### src/rtl/loopback_pkt_buffer.sv
// Avalon-ST loopback packet buffer: show-ahead FIFO with a framing checker that
// emits one msg_enter pulse per completed message and flags framing violations.
module loopback_pkt_buffer #(
    parameter int DATA_WIDTH  = 32,
    parameter int FIFO_DEPTH  = 16,
    localparam int LEVEL_WIDTH = $clog2(FIFO_DEPTH) + 1
) (
    input  logic                   clk,
    input  logic                   rst,
    input  logic [DATA_WIDTH-1:0]  in_data,
    input  logic                   in_valid,
    input  logic                   in_startofpacket,
    input  logic                   in_endofpacket,
    output logic                   in_ready,
    output logic [DATA_WIDTH-1:0]  out_data,
    output logic                   out_valid,
    output logic                   out_startofpacket,
    output logic                   out_endofpacket,
    input  logic                   out_ready,
    output logic                   msg_enter,
    output logic                   pkt_error,
    output logic [LEVEL_WIDTH-1:0] fill_level
);
    localparam int PTR_W   = LEVEL_WIDTH - 1;
    localparam int ENTRY_W = DATA_WIDTH + 2;
    localparam logic [LEVEL_WIDTH-1:0] DEPTH_L = LEVEL_WIDTH'(FIFO_DEPTH);

    typedef enum logic {IDLE, IN_PKT} state_t;

    state_t             state, state_nxt;
    logic [PTR_W-1:0]   wr_ptr, rd_ptr;
    logic [ENTRY_W-1:0] mem [FIFO_DEPTH];
    logic [ENTRY_W-1:0] head;
    logic               push, pop, wr_en;
    logic               msg_nxt, err_nxt;

    assign in_ready  = ~rst & (fill_level < DEPTH_L);
    assign out_valid = (fill_level != '0);
    assign push      = in_valid & in_ready;
    assign pop       = out_valid & out_ready;

    assign head              = mem[rd_ptr];
    assign out_data          = out_valid ? head[DATA_WIDTH-1:0] : '0;
    assign out_endofpacket   = out_valid & head[DATA_WIDTH];
    assign out_startofpacket = out_valid & head[DATA_WIDTH+1];

    // Framing decisions only happen on an accepted beat; a stray
    // non-sop beat outside a message is handshaken but never stored.
    always_comb begin
        state_nxt = state;
        wr_en     = 1'b0;
        msg_nxt   = 1'b0;
        err_nxt   = 1'b0;
        if (push) begin
            case (state)
                IDLE: begin
                    if (in_startofpacket) begin
                        wr_en = 1'b1;
                        if (in_endofpacket) msg_nxt = 1'b1;
                        else                state_nxt = IN_PKT;
                    end else begin
                        err_nxt = 1'b1;
                    end
                end
                IN_PKT: begin
                    wr_en = 1'b1;
                    if (in_startofpacket) err_nxt = 1'b1;
                    if (in_endofpacket) begin
                        msg_nxt   = 1'b1;
                        state_nxt = IDLE;
                    end
                end
                default: state_nxt = IDLE;
            endcase
        end
    end

    always_ff @(posedge clk or posedge rst) begin
        if (rst) begin
            state     <= IDLE;
            msg_enter <= 1'b0;
            pkt_error <= 1'b0;
        end else begin
            state     <= state_nxt;
            msg_enter <= msg_nxt;
            pkt_error <= err_nxt;
        end
    end

    // Storage needs no reset: the empty-gating on out_* hides stale entries.
    always_ff @(posedge clk) begin
        if (wr_en) mem[wr_ptr] <= {in_startofpacket, in_endofpacket, in_data};
    end

    always_ff @(posedge clk or posedge rst) begin
        if (rst) begin
            wr_ptr     <= '0;
            rd_ptr     <= '0;
            fill_level <= '0;
        end else begin
            if (wr_en) wr_ptr <= wr_ptr + 1'b1;
            if (pop)   rd_ptr <= rd_ptr + 1'b1;
            case ({wr_en, pop})
                2'b10:   fill_level <= fill_level + 1'b1;
                2'b01:   fill_level <= fill_level - 1'b1;
                default: fill_level <= fill_level;
            endcase
        end
    end
endmodule

### config.mk
export PLATFORM = sky130hd
export DESIGN_NAME = loopback_pkt_buffer
export DESIGN_NICKNAME = d
export VERILOG_FILES = /design/src/rtl/loopback_pkt_buffer.sv
export SDC_FILE = /design/constraint.sdc
export NUM_CORES = 1
export LEC_CHECK = 0
export ABC_AREA = 1
export BUFFER_PORTS_ARGS = -buffer_cell sky130_fd_sc_hd__buf_4
export CAP_MARGIN = 20
export CORE_UTILIZATION = 62
export CTS_CLUSTER_SIZE = 14
export DETAILED_ROUTE_END_ITERATION = 7
export PLACE_DENSITY = 0.8
export SYNTH_ARGS = -nofsm -noshare
export SYNTH_HDL_FRONTEND = slang
export SYNTH_SLANG_ARGS = --single-unit
### constraint.sdc
create_clock -name clk -period 3.6 [get_ports clk]
set_clock_uncertainty 0.15 [all_clocks]
set_input_delay 0.72 -clock clk [delete_from_list [all_inputs] [get_ports clk]]
set_output_delay 0.72 -clock clk [all_outputs]
set_load 0.05 [all_outputs]
==> impl_results.md <==
* DR DRC count at 0
* Die area at 0.0379 mm2
* DR vias at 15181
* Final design utilization at 0.711
* Maxcap violations at 0
* Mapped Nets at 1958
* CP max FO at 61
* Fin nets at 2031
* First-pass GRT wire length at 82500 um
* Post-DP HPWL at 27900 um
* Sink Count at 560
* Yosys warnings at 0
* Post-synthesis cell type count at 25
* Die Y at 195 um
* Crit path capture type: output pin
* Hold_buf cts at 0
* Sequential fraction of the synthesis area at 0.728
* EDFF count, synth at 544
* Clock-pin slew on the worst setup and hold paths at 0.06 ns
* Drt wl/cell at 21.9 um
* Post-CTS Setup Bufs at 0
* Gate Count Post-Synth at 1910
* Detail Route Antenna Nets at 0
* Max Fclk at 288 MHz
* Hold Fails Final Rpt at 0
* Initial antenna violation count at 2
* Crit path DAT at 2.60 ns
* DR vias/cell at 6.10
* Drt first-iter violations at 1950
* Largest family of logic cells by synthesized area: simple AND/OR/NAND/NOR gates
* CTS tree: built
* Seq cells post-synth at 560
* Simple-Gate Fraction of Synth Area at 0.211
* Setup CP Type: flop to output pin
* Chip width at 195 um
* CTS max path bufs at 3
* # port buffers at 80
* Multiplexer area fraction after synthesis at 0
* Largest net degree at the start of global routing at 87
* Final Cycle Share at 0.965
* Overall Global Routing Usage at 0.289
* Layout cells sized above 1 at 0.128
* Placement-stage cell area at 0.0242 mm2
* CTS root buf: clkbuf_16
* Row count at 70
* Core area at 0.0365 mm2
* Syn Area/Cell at 12.0 um2
* Top FF cell, synth: edfxtp_1
* Power per cell area at 850 mW/mm2
* Pre-antenna DRT Iters at 6
* Largest cells by area after synthesis: edfxtp_1 71%, nand2_1 12%, nand3_1 9.1%, dfrtp_1 1.7%, buf_6 1.6%
* Yosys top cell by area: edfxtp_1
* Clk_lat worst skew at 0.59 ns
* Vias in the first global route at 14829
* Post-Syn Area at 0.0230 mm2
* Peak VDD IR at 0.697 mV
* Share of the synthesized area in the top cell type at 0.710
* Status: completed
* Grt ovf at 0
* CTS buffer count at 53
* RSZ-0062 raised after global routing: false
* Design area at 0.0260 mm2
* Xor/xnor cell area share of the yosys netlist at 0.00343
* WP data required at 2.73 ns
* Fin crit period at 3.47 ns
* Crit start category: flop
* Io pins at 81
* H-tree Lvls at 2
* Hold WC Path Type: input port to async pin
* Slew Limit Fails at 0
* Initial core utilization at 0.630
* Synth async-reset ratio at 0.0286
* Worst slew pin tran at 0.875 ns
* Final Wtd Congestion at 0.787
* Setup-failing EPs final at 0
* Slew headroom at 0.416
* Area delta synth->final at 13.0%
* Static Leak at 0.00956 uW
* Post-Synth Adder-Cell Area at 0.00544
* Synth Area in Compound Gates at 0.0148
* Routed wire length at 54500 um
-- state kept, by name (all words and copies together), names as in the netlist --
register	count
state	1
rd_ptr	4
pkt_error	1
msg_enter	1
mem	544
wr_ptr	4
fill_level	5
-- logic make-up after synthesis --
| group | after synthesis |
|---|---|
| simple gates | 1151 |
| compound gates | 44 |
| fa+ha+maj | 10 |
| flops | 560 |
| xor+xnor | 9 |
| buf+inv | 136 |
-- worst max-delay path, cell delays in order (launching register included) --
cell	delay, ns
dfrtp_4	0.59
clkinv_16	0.21
buf_4	0.32
nand2_1	0.08
nand3_1	0.08
nand3_1	0.13
nand2_1	0.10
nand2_1	0.06
a21oi_2	0.18
buf_4	0.22
-- metal layers --
metal  up-vias  wire [um]  track usage
li1       6832          -            -
met1      7278      20700        0.390
met2       944      26300        0.470
met3       125       5940       0.0517
met4         2       1490        0.114
met5         -         15            0
-- final cells by class --
type                            count  area, um2
Multi-Input combinational cell   1214       5520
Clock inverter                     22        215
Clock buffer                       71       1430
Antenna cell                        1       2.50
Tap cell                          468        586
Inverter                           21        110
Fill cell                        2268      10500
Timing Repair Buffer              133       1380
Sequential cell                   560      16700
-- cell usage in the layout, fill, tap and decap left out, drive strengths merged --
cell type	synthesis	routed
edfxtp	544	544
xor2	7	7
nor2	22	22
xnor2	2	2
ha	10	10
bufbuf	0	1
o21bai	1	1
bufinv	0	4
buf	102	130
a21o	1	1
clkinvlp	0	2
inv	20	20
clkinv	1	17
a22oi	1	1
nand4	1	1
dfrtp	16	16
nand3	418	418
diode	0	1
o21ai	6	6
nand2	710	710
a21oi	35	35
clkbuf	13	73
-- worst paths after layout --
| path | cells past startpoint | end | start | slack, ns |
|---|---|---|---|---|
| setup / recovery | 9 | out_data[26] | rd_ptr[0]$_DFFE_PP0P_ | 0.13 |
| hold / removal | 2 | fill_level[4]$_DFFE_PP0P_ | rst | 0.08 |
| setup reg to reg | 10 | fill_level[2]$_DFFE_PP0P_ | fill_level[4]$_DFFE_PP0P_ | 0.93 |
| hold reg to reg | 2 | msg_enter$_DFF_PP0_ | state$_DFFE_PP0P_ | 0.40 |
| max in group asynchronous | 2 | rd_ptr[1]$_DFFE_PP0P_ | rst | 2.73 |
| min in group clk | 1 | mem[0][4]$_DFFE_PP_ | in_data[4] | 0.27 |
-- per-stage QoR --
stage | instances | TNS [ns] | worst slack, ns | power (uW) | hold WS, ns
after floorplan | 1910 | -222.32 | -0.545 | 14200 | 0.339
after global placement | 2393 | 0 | 0.589 | 16400 | 0.371
after detailed placement | 2393 | 0 | 0.486 | 16600 | 0.397
after CTS | 2487 | 0 | 0.0144 | 22000 | 0.0839
after global routing | 2489 | 0 | 0.0124 | 23100 | 0.119
final | 2490 | 0 | 0.127 | 22100 | 0.0818
-- report_power, final --
group | total [uW] | leakage (uW) | internal, uW | switching [uW]
Sequential | 7660 | 0.00508 | 7410 | 246
Clock | 5320 | 0.000793 | 3050 | 2270
Combinational | 9110 | 0.00368 | 2740 | 6370
-- synth_stat cells (2+ instances only) --
| master | count |
|---|---|
| xnor2_1 | 2 |
| nand3_1 | 418 |
| a21oi_1 | 5 |
| clkbuf_1 | 13 |
| a21oi_2 | 30 |
| xor2_1 | 7 |
| buf_2 | 31 |
| buf_1 | 18 |
| nand2_1 | 709 |
| inv_1 | 17 |
| edfxtp_1 | 544 |
| buf_6 | 32 |
| inv_2 | 3 |
| buf_4 | 21 |
| o21ai_0 | 6 |
| dfrtp_1 | 16 |
| ha_1 | 10 |
| nor2_1 | 21 |
-- repair_timing --
action,4_1_cts,5_1_grt
cloned,1,2
pin swaps,0,0
hold endpoints to repair,0,0
resized for setup,4,4
endpoints found under the setup margin,7,15
No activity file was read; power rests on OpenSTA's default activity.
